==> src/rtl/ifq_pkg.sv <==
// Shared widths and the {pc, instr} entry type for the instruction fetch queue.
// Optional combinational return bypass is enabled by defining IFQ_BYPASS_EN.
package ifq_pkg;

  localparam int unsigned ADDR_W  = 8;
  localparam int unsigned INSTR_W = 16;
  localparam int unsigned DEPTH   = 4;
  localparam int unsigned PTR_W   = $clog2(DEPTH);
  localparam int unsigned CNT_W   = $clog2(DEPTH + 1);
  localparam int unsigned OCC_W   = CNT_W + 1;

  typedef struct packed {
    logic [ADDR_W-1:0]  pc;
    logic [INSTR_W-1:0] instr;
  } ifq_entry_t;

endpackage

==> src/rtl/ifq_if.sv <==
// Fetch-side, memory-side and decode-side signals of the instruction fetch queue.
interface ifq_if;
  import ifq_pkg::*;

  logic [ADDR_W-1:0]  pc_i;
  logic               pc_valid_i;
  logic               pc_ready_o;
  logic               flush_i;
  logic [ADDR_W-1:0]  imem_addr_o;
  logic               imem_rd_o;
  logic [INSTR_W-1:0] imem_data_i;
  logic [INSTR_W-1:0] instr_o;
  logic [ADDR_W-1:0]  instr_pc_o;
  logic               instr_valid_o;
  logic               instr_ready_i;
  logic [CNT_W-1:0]   count_o;

  modport slave (
    input  pc_i, pc_valid_i, flush_i, imem_data_i, instr_ready_i,
    output pc_ready_o, imem_addr_o, imem_rd_o, instr_o, instr_pc_o, instr_valid_o, count_o
  );

  modport master (
    output pc_i, pc_valid_i, flush_i, imem_data_i, instr_ready_i,
    input  pc_ready_o, imem_addr_o, imem_rd_o, instr_o, instr_pc_o, instr_valid_o, count_o
  );

endinterface

==> src/rtl/ifq_fifo.sv <==
// DEPTH-entry FIFO of {pc, instr} pairs with push/pop and a synchronous clear.
module ifq_fifo
  import ifq_pkg::*;
(
  input  logic             clk,
  input  logic             rst_n,
  input  logic             clear,
  input  logic             push,
  input  ifq_entry_t       push_data,
  input  logic             pop,
  output ifq_entry_t       head,
  output logic [CNT_W-1:0] count
);

  ifq_entry_t       mem [DEPTH];
  logic [PTR_W-1:0] wr_ptr;
  logic [PTR_W-1:0] rd_ptr;

  assign head = mem[rd_ptr];

  // Clear only resets occupancy; stale storage is unreachable once count is zero.
  always_ff @(posedge clk) begin
    if (!rst_n) begin
      wr_ptr <= '0;
      rd_ptr <= '0;
      count  <= '0;
      for (int i = 0; i < int'(DEPTH); i++) begin
        mem[i] <= '0;
      end
    end else if (clear) begin
      wr_ptr <= '0;
      rd_ptr <= '0;
      count  <= '0;
    end else begin
      if (push) begin
        mem[wr_ptr] <= push_data;
        wr_ptr      <= wr_ptr + PTR_W'(1);
      end
      if (pop) begin
        rd_ptr <= rd_ptr + PTR_W'(1);
      end
      case ({push, pop})
        2'b10:   count <= count + CNT_W'(1);
        2'b01:   count <= count - CNT_W'(1);
        default: count <= count;
      endcase
    end
  end

endmodule

==> src/rtl/instr_fetch_queue.sv <==
// Issues fetch PCs to synchronous instruction memory and queues returned {pc, instr} for decode.
// Define IFQ_BYPASS_EN to forward a return straight to decode when the queue is empty.
module instr_fetch_queue
  import ifq_pkg::*;
(
  input  logic clk,
  input  logic rst_n,
  ifq_if.slave bus
);

  logic              inflight;
  logic [ADDR_W-1:0] inflight_pc;
  logic [CNT_W-1:0]  count;
  logic [OCC_W-1:0]  occupancy;
  logic              accept;
  logic              head_valid;
  logic              push;
  logic              pop;
  ifq_entry_t        head;
  ifq_entry_t        wr_entry;

  // In-flight reads reserve a slot so a return always has somewhere to land.
  assign occupancy      = OCC_W'(count) + OCC_W'(inflight);
  assign bus.pc_ready_o = !bus.flush_i && (occupancy < OCC_W'(DEPTH));
  assign accept         = bus.pc_valid_i && bus.pc_ready_o;
  assign bus.imem_rd_o  = accept;
  assign bus.imem_addr_o = bus.pc_i;
  assign bus.count_o    = count;
  assign head_valid     = (count != '0);
  assign wr_entry       = '{pc: inflight_pc, instr: bus.imem_data_i};

`ifdef IFQ_BYPASS_EN
  logic bypass_valid;

  assign bypass_valid      = inflight && !head_valid && !bus.flush_i;
  assign bus.instr_valid_o = head_valid || bypass_valid;
  assign bus.instr_o       = head_valid ? head.instr : bus.imem_data_i;
  assign bus.instr_pc_o    = head_valid ? head.pc    : inflight_pc;
  assign pop               = head_valid && bus.instr_ready_i;
  // A return consumed directly by decode is never written.
  assign push              = inflight && !bus.flush_i && !(bypass_valid && bus.instr_ready_i);
`else
  assign bus.instr_valid_o = head_valid;
  assign bus.instr_o       = head.instr;
  assign bus.instr_pc_o    = head.pc;
  assign pop               = head_valid && bus.instr_ready_i;
  assign push              = inflight && !bus.flush_i;
`endif

  // In-flight read tracking: set on accept, dropped by flush or reset.
  always_ff @(posedge clk) begin
    if (!rst_n) begin
      inflight    <= 1'b0;
      inflight_pc <= '0;
    end else begin
      inflight <= accept;
      if (accept) begin
        inflight_pc <= bus.pc_i;
      end
    end
  end

  ifq_fifo u_fifo (
    .clk       (clk),
    .rst_n     (rst_n),
    .clear     (bus.flush_i),
    .push      (push),
    .push_data (wr_entry),
    .pop       (pop),
    .head      (head),
    .count     (count)
  );

endmodule
==> src/flat_wrapper.sv <==
// flat-port wrapper written by rule: the top's interface ports become plain ports
module instr_fetch_queue_flat import ifq_pkg::*;
  (clk, rst_n, bus_pc_i, bus_pc_valid_i, bus_flush_i, bus_imem_data_i, bus_instr_ready_i, bus_pc_ready_o, bus_imem_addr_o, bus_imem_rd_o, bus_instr_o, bus_instr_pc_o, bus_instr_valid_o, bus_count_o);
  ifq_if bus_i ();
  input  logic clk;
  input  logic rst_n;
  input wire logic [$bits(bus_i.pc_i)-1:0] bus_pc_i;
  input wire logic [$bits(bus_i.pc_valid_i)-1:0] bus_pc_valid_i;
  input wire logic [$bits(bus_i.flush_i)-1:0] bus_flush_i;
  input wire logic [$bits(bus_i.imem_data_i)-1:0] bus_imem_data_i;
  input wire logic [$bits(bus_i.instr_ready_i)-1:0] bus_instr_ready_i;
  output wire logic [$bits(bus_i.pc_ready_o)-1:0] bus_pc_ready_o;
  output wire logic [$bits(bus_i.imem_addr_o)-1:0] bus_imem_addr_o;
  output wire logic [$bits(bus_i.imem_rd_o)-1:0] bus_imem_rd_o;
  output wire logic [$bits(bus_i.instr_o)-1:0] bus_instr_o;
  output wire logic [$bits(bus_i.instr_pc_o)-1:0] bus_instr_pc_o;
  output wire logic [$bits(bus_i.instr_valid_o)-1:0] bus_instr_valid_o;
  output wire logic [$bits(bus_i.count_o)-1:0] bus_count_o;
  assign bus_i.pc_i = bus_pc_i;
  assign bus_i.pc_valid_i = bus_pc_valid_i;
  assign bus_i.flush_i = bus_flush_i;
  assign bus_i.imem_data_i = bus_imem_data_i;
  assign bus_i.instr_ready_i = bus_instr_ready_i;
  assign bus_pc_ready_o = bus_i.pc_ready_o;
  assign bus_imem_addr_o = bus_i.imem_addr_o;
  assign bus_imem_rd_o = bus_i.imem_rd_o;
  assign bus_instr_o = bus_i.instr_o;
  assign bus_instr_pc_o = bus_i.instr_pc_o;
  assign bus_instr_valid_o = bus_i.instr_valid_o;
  assign bus_count_o = bus_i.count_o;
  instr_fetch_queue u_core (.clk(clk), .rst_n(rst_n), .bus(bus_i));
endmodule
==> config.mk <==
export PLATFORM = sky130hd
export DESIGN_NAME = instr_fetch_queue_flat
export DESIGN_NICKNAME = d
export VERILOG_FILES = /design/src/rtl/ifq_pkg.sv /design/src/rtl/ifq_if.sv /design/src/rtl/ifq_fifo.sv /design/src/rtl/instr_fetch_queue.sv /design/src/flat_wrapper.sv
export SDC_FILE = /design/constraint.sdc
export NUM_CORES = 1
export LEC_CHECK = 0
export BUFFER_PORTS_ARGS = -buffer_cell sky130_fd_sc_hd__buf_2
export CORE_MARGIN = 8
export CORE_UTILIZATION = 50
export CTS_BUF_LIST = sky130_fd_sc_hd__clkbuf_4
export DETAILED_ROUTE_END_ITERATION = 8
export HOLD_SLACK_MARGIN = 0.05
export PLACE_DENSITY = 0.71
export SYNTH_ARGS = -nofsm -noshare
export SYNTH_HDL_FRONTEND = slang
export SYNTH_HIERARCHICAL = 1
export SYNTH_SLANG_ARGS = --single-unit
==> constraint.sdc <==
create_clock -name clk -period 3.55 [get_ports clk]
set_input_delay 0.5325 -clock clk [delete_from_list [all_inputs] [get_ports clk]]
set_output_delay 0.5325 -clock clk [all_outputs]
set_load 0.005 [all_outputs]
==> impl_metrics.toml, run 1 <==
[sta]
fmax_ghz = 0.359
finalSetupViolCount = 0
fin_crit_ns = 2.79
skew_ns = 0.0116
fin_crit_sh = 0.785
worst_pin_slew_ns = 1.04
rsz0062_at_grt = "no"
hold_viol = 0
drv_slew = 0
tns_ns = 0
slew_headroom = 0.306

[layout]
layoutNonFillerInstCount = 566
nFillCells = 843
drive_gt1_frac = 0.300
antenna-diode-count = 0
postLayoutCoreUtil = 0.575
syn_to_final_growth_pct = 13.1
finalInstanceArea_um2 = 5540
final_common_cell = "nor2_1"
nNetsFinal = 451
final_cell_mix = "nor2_1 (105), edfxtp_1 (96), buf_2 (66)"

[min_path]
hold_path.class = "input pin to register"

[pwr]
p_leak_nw = 2.10
power_density_nw_per_um2 = 478
total_power_mw = 2.65
vdd_drop_max_mv = 0.232

[die]
num_io_pins = 67
fp.dieH_um = 115
chipWidth_um = 115
start_util = 0.508
dieArea_um2 = 13200
rows = 36
core_area_um2 = 9640

[flow_run]
cap_violations = 0

[clocking]
cts.sinks = 114
cts.path.max_buffers = 2
cts_buffers = 17
clockRootBuffer = "clkbuf_4"
cts_setup_buffers = 0
hold_buffers = 0
cts.clk_slew.worst_paths_ns = 0.10
post_cts_resized = 0
cts_tree = "done"
htree_levels = 4
clk-insertion-delay-late_ns = 0.49

[synthesis]
yosys-top-cells-area = "edfxtp_1 (59%), mux4_2 (9.2%), nor2_1 (8.0%), dfxtp_1 (7.4%), nand2_1 (3.7%)"
syn-mean-instance-area_um2 = 13.8
synth-main-ff-cell = "edfxtp_1"
synth_cell_types = 30
synth_edf_count = 96
ys_seq_elements = 114
ys_warn_count = 6
synth_top_cell_by_area = "edfxtp_1"
async_reset_ff_frac = 0
synthesis.nets = 385
synthesis.area_um2 = 4900
syn_inst = 354
seq_area_frac_synth = 0.662
synth_top_area_frac = 0.589

[global_route]
track_usage = 0.161
grt_max_degree = 26
antenna_found_initial = 0
grt_pass1_wl_mm = 15.9
grt_pass1_vias = 3156
overflow = 0

[place]
hpwl_mm = 6.17
gp_congestion = 0.746
io_buffer_count = 66
dpl-instance-area_um2 = 5240
dp_cells = 534

[route]
drc_errors = 0
dr.pass1.iters = 4
wl_mm = 9.86
vias = 2887
vias_per_cell = 5.10
drtIter0Drc = 207
ant_nets = 0
routedWlPerCell_um = 17.4

[critical_path]
cp-start-kind = "register"
cp.required_ns = 3.02
crit_type = "register to primary output"
end_kind = "primary output"
critPathMaxFanout = 24
worst-endpoint-arrival_ns = 2.26

[outcome]
status = "complete, no violations"
[power by group]
group / switching (mW) / leakage (nW) / total [mW] / internal [mW]
logic: 0.0800 / 0.778 / 0.131 / 0.0513
clock network: 0.466 / 0.168 / 1.02 / 0.553
registers: 0.0143 / 1.15 / 1.50 / 1.49
[cells in the mapped netlist, types with 2 or more instances]
cell      instances
edfxtp_1         96
dfxtp_1          18
buf_4            10
mux4_1            4
nand2_1          48
buf_6             6
nor2_1          105
buf_2             8
xnor2_1           3
xor2_1            3
mux4_2           20
inv_1             2
and2_1            3
or3_1             2
mux2i_1           9
buf_12            2
clkbuf_1          2
[state kept, by name (all words and copies together) (netlist names), named ones only]
register and cells:
u_core/u_fifo/wr_ptr 2, u_core/u_fifo/rd_ptr 2, u_core/inflight 1, u_core/inflight_pc 8, u_core/u_fifo/count 3, u_core/u_fifo/mem 96
[stage by stage]
| step | worst slack [ns] | hold slack [ns] |
|---|---|---|
| detailed placement | 1.00 | 0.447 |
| global route | 0.560 | 0.231 |
| finish | 0.762 | 0.290 |
| CTS | 0.654 | 0.241 |
| global placement | 1.08 | 0.444 |
| floorplan | 1.39 | 0.435 |
[routing by layer]
layer / GRT usage / wire, µm / vias up
li1: - / - / 1378
met1: 0.215 / 4420 / 1383
met2: 0.242 / 4450 / 115
met3: 0.0572 / 880 / 11
met4: 0.0508 / 111 / 0
met5: 0 / 0 / -
[kinds of logic after synthesis]
logic type	share of synthesized area
AND/OR/NAND/NOR	0.137
flip-flops	0.662
multiplexers	0.132
buffers and inverters	0.0496
XOR/XNOR	0.0107
AO/OA/AOI/OAI	0.00204
adder cells (fa/ha/maj)	0.00664
[worst max-delay path: stages (launching register included)]
cell	delay (ns)
dfxtp_2	0.92
mux4_1	0.68
buf_2	0.16
[worst paths after layout]
check | from | to | slack [ns] | cells past startpoint
setup / recovery | register | bus_instr_pc_o[2] | 0.76 | 2
setup reg to reg | u_core/inflight$_SDFF_PN0_ | u_core/u_fifo/mem[0][3]$_SDFFCE_PN0P_ | 1.31 | 6
hold reg to reg | u_core/inflight_pc[6]$_SDFFE_PN0P_ | u_core/inflight_pc[6]$_SDFFE_PN0P_ | 0.46 | 2
hold / removal | bus_pc_i[6] | u_core/inflight_pc[6]$_SDFFE_PN0P_ | 0.29 | 3
[final cells by class]
class | instances | area, µm² | share of cell area
flip-flops and latches | 114 | 3240 | 0.586
clock buffers | 18 | 135 | 0.0244
repair buffers | 76 | 405 | 0.0732
well taps | 133 | 166 | 0.0300
inverters | 2 | 7.51 | 0.00136
multi-input cells | 209 | 1410 | 0.255
clock inverters | 14 | 169 | 0.0305
No activity file was read; power rests on OpenSTA's default activity.
==> run 2, diff against run 1 <==
- PLACE_DENSITY: 0.71 -> 0.74
- clock period: 3.55 -> 2.4 ns (I/O delays scaled with it)
==> impl_metrics.toml, run 2 (synthesis results as in run 1) <==
[layout]
antenna-diode-count = 0
nFillCells = 806
drive_gt1_frac = 0.306
final_cell_mix = "nor2_1 (105), edfxtp_1 (96), buf_2 (66)"
syn_to_final_growth_pct = 15.2
top_register = "u_core/u_fifo/mem"
final_common_cell = "nor2_1"
reg_top3 = "u_core/u_fifo/mem x96, u_core/inflight_pc x8, u_core/u_fifo/count x3"
largest_reg_flops = 96
nNetsFinal = 456

[min_path]
whs_path_depth = 3
hold_path.class = "input pin to register"

[critical_path]
critPathMaxFanout = 5
worst-endpoint-arrival_ns = 2.66
crit_type = "register to register"
path_depth = 7
crit_family = "simple AND/OR/NAND/NOR gates"
crit_path_max_incr_delay_ns = 0.39
worstPathCellList = "or3_1 > and2_1 > ha_1 > fa_1 > xnor2_1 > or3_1 > a21oi_1"
cp_common_cell = "or3_1"
end_kind = "register"
cp-start-kind = "register"
crit_buf_inv = 0
cp.required_ns = 2.82
ff2ff_path_depth = 7
slowest_stage = "or3_1"

[sta]
finalSetupViolCount = 0
skew_ns = 0.0136
worst_pin_slew_ns = 0.408
tns_ns = 0
fmax_ghz = 0.446
rsz0062_at_grt = "no"
slew_headroom = 0.727
drv_slew = 0
fin_crit_sh = 0.935
fin_ws_ns = 0.156
hold_viol = 0
fin_crit_ns = 2.24

[route]
wl_mm = 9.77
vias = 2908
drc_errors = 0
vias_per_cell = 5.09
routedWlPerCell_um = 17.1
ant_nets = 0
drtIter0Drc = 230
dr.pass1.iters = 4

[die]
fp.dieH_um = 115
core_area_um2 = 9640
dieArea_um2 = 13200
start_util = 0.508
rows = 36
num_io_pins = 67
chipWidth_um = 115

[global_route]
antenna_found_initial = 0
track_usage = 0.159
grt_pass1_vias = 3189
grt_max_degree = 30
grt_pass1_wl_mm = 15.6
overflow = 0

[pwr]
pwr-share-seq = 0.550
p_leak_nw = 2.14
p_int_mw = 3.22
vdd_drop_max_mv = 0.316
power_density_nw_per_um2 = 713
p_switching_mw = 0.809
p_sw_frac = 0.201
clkPwrFrac = 0.399
combPwrFrac = 0.050

[clocking]
cts.clk_slew.worst_paths_ns = 0.10
post_cts_resized = 0
cts_tree = "done"
clockRootBuffer = "clkbuf_4"
cts.sinks = 114
cts_setup_buffers = 0
htree_levels = 4
clk-insertion-delay-late_ns = 0.49
hold_buffers = 0
cts_buffers = 17
cts.path.max_buffers = 2

[place]
hpwl_mm = 6.10
io_buffer_count = 66
gp_congestion = 0.728
dpl_worst_slack_ns = 0.181

[outcome]
status = "complete, no violations"

[flow_run]
cap_violations = 0
==> run 2: layout make-up <==
| cell class | count | area [µm²] | area share |
|---|---|---|---|
| Clock inverter | 13 | 190 | 0.0337 |
| Tap cell | 133 | 166 | 0.0295 |
| Sequential cell | 114 | 3240 | 0.575 |
| Clock buffer | 19 | 143 | 0.0253 |
| Multi-Input combinational cell | 209 | 1410 | 0.250 |
| Timing Repair Buffer | 81 | 480 | 0.0851 |
| Inverter | 2 | 7.51 | 0.00133 |
==> run 2: worst register-to-register path: stages, from the launching register on <==
cell and delay, ns:
dfxtp_1 0.35, or3_1 0.39, and2_1 0.20, ha_1 0.23, fa_1 0.39, xnor2_1 0.15
or3_1 0.31, a21oi_1 0.15
==> run 2: through the flow <==
step	power, mW	instances	hold slack (ns)	utilization	instance area (µm²)
floorplan	2.38	354	0.435	-	4900
global placement	2.46	539	0.445	0.551	5310
detailed placement	2.47	539	0.449	0.551	5310
CTS	4.06	571	0.0655	0.586	5640
global route	4.17	571	0.0783	0.586	5640
finish	4.03	571	0.113	0.586	5640
==> run 2: final timing paths <==
path                                  startpoint                             endpoint  slack (ns)
min                                  bus_pc_i[1]   u_core/inflight_pc[1]$_SDFFE_PN0P_        0.11
max reg2reg  u_core/u_fifo/count[2]$_SDFFE_PP0P_  u_core/u_fifo/count[2]$_SDFFE_PP0P_        0.16
min reg2reg   u_core/inflight_pc[0]$_SDFFE_PN0P_   u_core/inflight_pc[0]$_SDFFE_PN0P_        0.46
max          u_core/u_fifo/count[2]$_SDFFE_PP0P_  u_core/u_fifo/count[2]$_SDFFE_PP0P_        0.16
==> run 2: power groups by stage <==
| stage | logic, mW | registers (mW) | clock network (mW) |
|---|---|---|---|
| after global routing | 0.224 | 2.22 | 1.72 |
| after floorplan | 0.122 | 2.26 | 0 |
| after detailed placement | 0.205 | 2.26 | 0 |
| after global placement | 0.201 | 2.26 | 0 |
| final | 0.202 | 2.22 | 1.61 |
| after CTS | 0.206 | 2.22 | 1.64 |
==> run 2: metal layers <==
metal  vias to the layer above  routed length [µm]  track usage
met5                         -                   0            0
met4                         0                 101       0.0674
met3                        10                 798       0.0462
met2                       114                4800        0.262
met1                      1394                4070        0.191
li1                       1390                   -            -
==> run 3, diff against run 2 <==
- PLACE_DENSITY: 0.74 -> not set
- PLACE_DENSITY_LB_ADDON: not set -> 0.15
==> impl_metrics.toml, run 3 (synthesis results as in run 1) <==
[outcome]
status = "complete, no violations"

[route]
dr.pass1.iters = 4
vias_per_cell = 5.14
wl_met2_mm = 4.99
wl_mm = 9.91
drc_errors = 0
wl_met3_um = 550
ant_nets = 0
routedWlPerCell_um = 17.3
drtIter0Drc = 126
m1WireLength_mm = 4.30
vias = 2942
top_layer = "met4"

[critical_path]
critPathMaxFanout = 5
worstPathCellList = "or3_1 > and2_1 > ha_1 > fa_1 > xnor2_1 > or3_1 > a21oi_1"
cp-start-kind = "register"
worst-endpoint-arrival_ns = 2.65
slowest_stage = "fa_1"
end_kind = "register"
crit_type = "register to register"
cp_common_cell = "or3_1"
cp.required_ns = 2.83
crit_path_max_incr_delay_ns = 0.39

[place]
hpwl_mm = 6.25
dpl_worst_slack_ns = 0.174
io_buffer_count = 66
gp_congestion = 0.700

[clocking]
post_cts_resized = 0
hold_buffers = 0
cts.clk_slew.worst_paths_ns = 0.12
cts_buffers = 17
cts.path.max_buffers = 2
htree_levels = 4
cts_setup_buffers = 0
clockRootBuffer = "clkbuf_4"
cts_tree = "done"
cts.sinks = 114
clk-insertion-delay-late_ns = 0.50

[die]
rows = 36
chipWidth_um = 115
core_area_um2 = 9640
start_util = 0.508
num_io_pins = 67
dieArea_um2 = 13200
fp.dieH_um = 115

[global_route]
grt_pass1_vias = 3237
overflow = 0
track_usage = 0.163
antenna_found_initial = 0
grt_pass1_wl_mm = 16.1
grt_max_degree = 38

[min_path]
hold_path.class = "input pin to register"

[sta]
worst_pin_slew_ns = 0.462
fin_crit_sh = 0.925
tns_ns = 0
skew_ns = 0.0160
hold_viol = 0
fin_ws_ns = 0.180
rsz0062_at_grt = "no"
fmax_ghz = 0.450
drv_slew = 0
slew_headroom = 0.691
finalSetupViolCount = 0
fin_crit_ns = 2.22

[layout]
syn_to_final_growth_pct = 14.5
largest_reg_flops = 96
reg_top3 = "u_core/u_fifo/mem x96, u_core/inflight_pc x8, u_core/u_fifo/count x3"
drive_gt1_frac = 0.317
nNetsFinal = 457
final_cell_mix = "nor2_1 (105), edfxtp_1 (96), buf_2 (66)"
top_register = "u_core/u_fifo/mem"
antenna-diode-count = 0
final_common_cell = "nor2_1"

[flow_run]
cap_violations = 0

[pwr]
power_density_nw_per_um2 = 679
p_leak_nw = 2.12
vdd_drop_max_mv = 0.280
[run 3: critical path: cells and delay by family (launching register included)]
family                     cells  cell delay (ns)
DFF                            1             0.37
adders and majority gates      2             0.62
and+or+nand+nor                3             0.88
xor gates and xnor gates       1             0.15
AOI/OAI and AO/OA              1             0.14
[run 3: cell type report]
cell class	count	area, µm²
well taps	133	166
clock inverters	15	161
repair buffers	82	488
inverters	2	7.51
fillers	853	4030
multi-input cells	209	1410
clock buffers	17	128
flip-flops and latches	114	3240
[run 3: worst paths after layout]
check,from,slack [ns],endpoint,cells after the start
worst max-delay path,u_core/u_fifo/count[1]$_SDFFE_PP0P_,0.18,u_core/u_fifo/count[2]$_SDFFE_PP0P_,7
worst min register to register,u_core/inflight_pc[6]$_SDFFE_PN0P_,0.46,u_core/inflight_pc[6]$_SDFFE_PN0P_,2
worst max register to register,u_core/u_fifo/count[1]$_SDFFE_PP0P_,0.18,u_core/u_fifo/count[2]$_SDFFE_PP0P_,7
worst min-delay path,bus_pc_i[0],0.1,u_core/inflight_pc[0]$_SDFFE_PN0P_,3
[run 3: power by group]
| group | switching, mW | internal [mW] | leakage (nW) |
|---|---|---|---|
| clock | 0.764 | 0.624 | 0.144 |
| sequential | 0.0186 | 2.20 | 1.15 |
| combinational | 0.122 | 0.0832 | 0.823 |
| total | 0.905 | 2.91 | 2.12 |
[run 3: metrics by stage]
| stage | cell area (µm²) | hold slack, ns | util | power [mW] | instances |
|---|---|---|---|---|---|
| after floorplan | 4900 | 0.435 | - | 2.38 | 354 |
| after global placement | 5320 | 0.448 | 0.552 | 2.47 | 540 |
| after detailed placement | 5320 | 0.448 | 0.552 | 2.47 | 540 |
| after CTS | 5610 | 0.0521 | 0.582 | 3.86 | 572 |
| after global routing | 5610 | 0.0596 | 0.582 | 3.97 | 572 |
| final | 5610 | 0.0995 | 0.582 | 3.81 | 572 |
[run 3: metal layers]
metal / track usage / vias up
li1: - / 1393
met1: 0.192 / 1450
met2: 0.274 / 95
met3: 0.0478 / 4
met4: 0.0639 / 0
met5: 0 / -
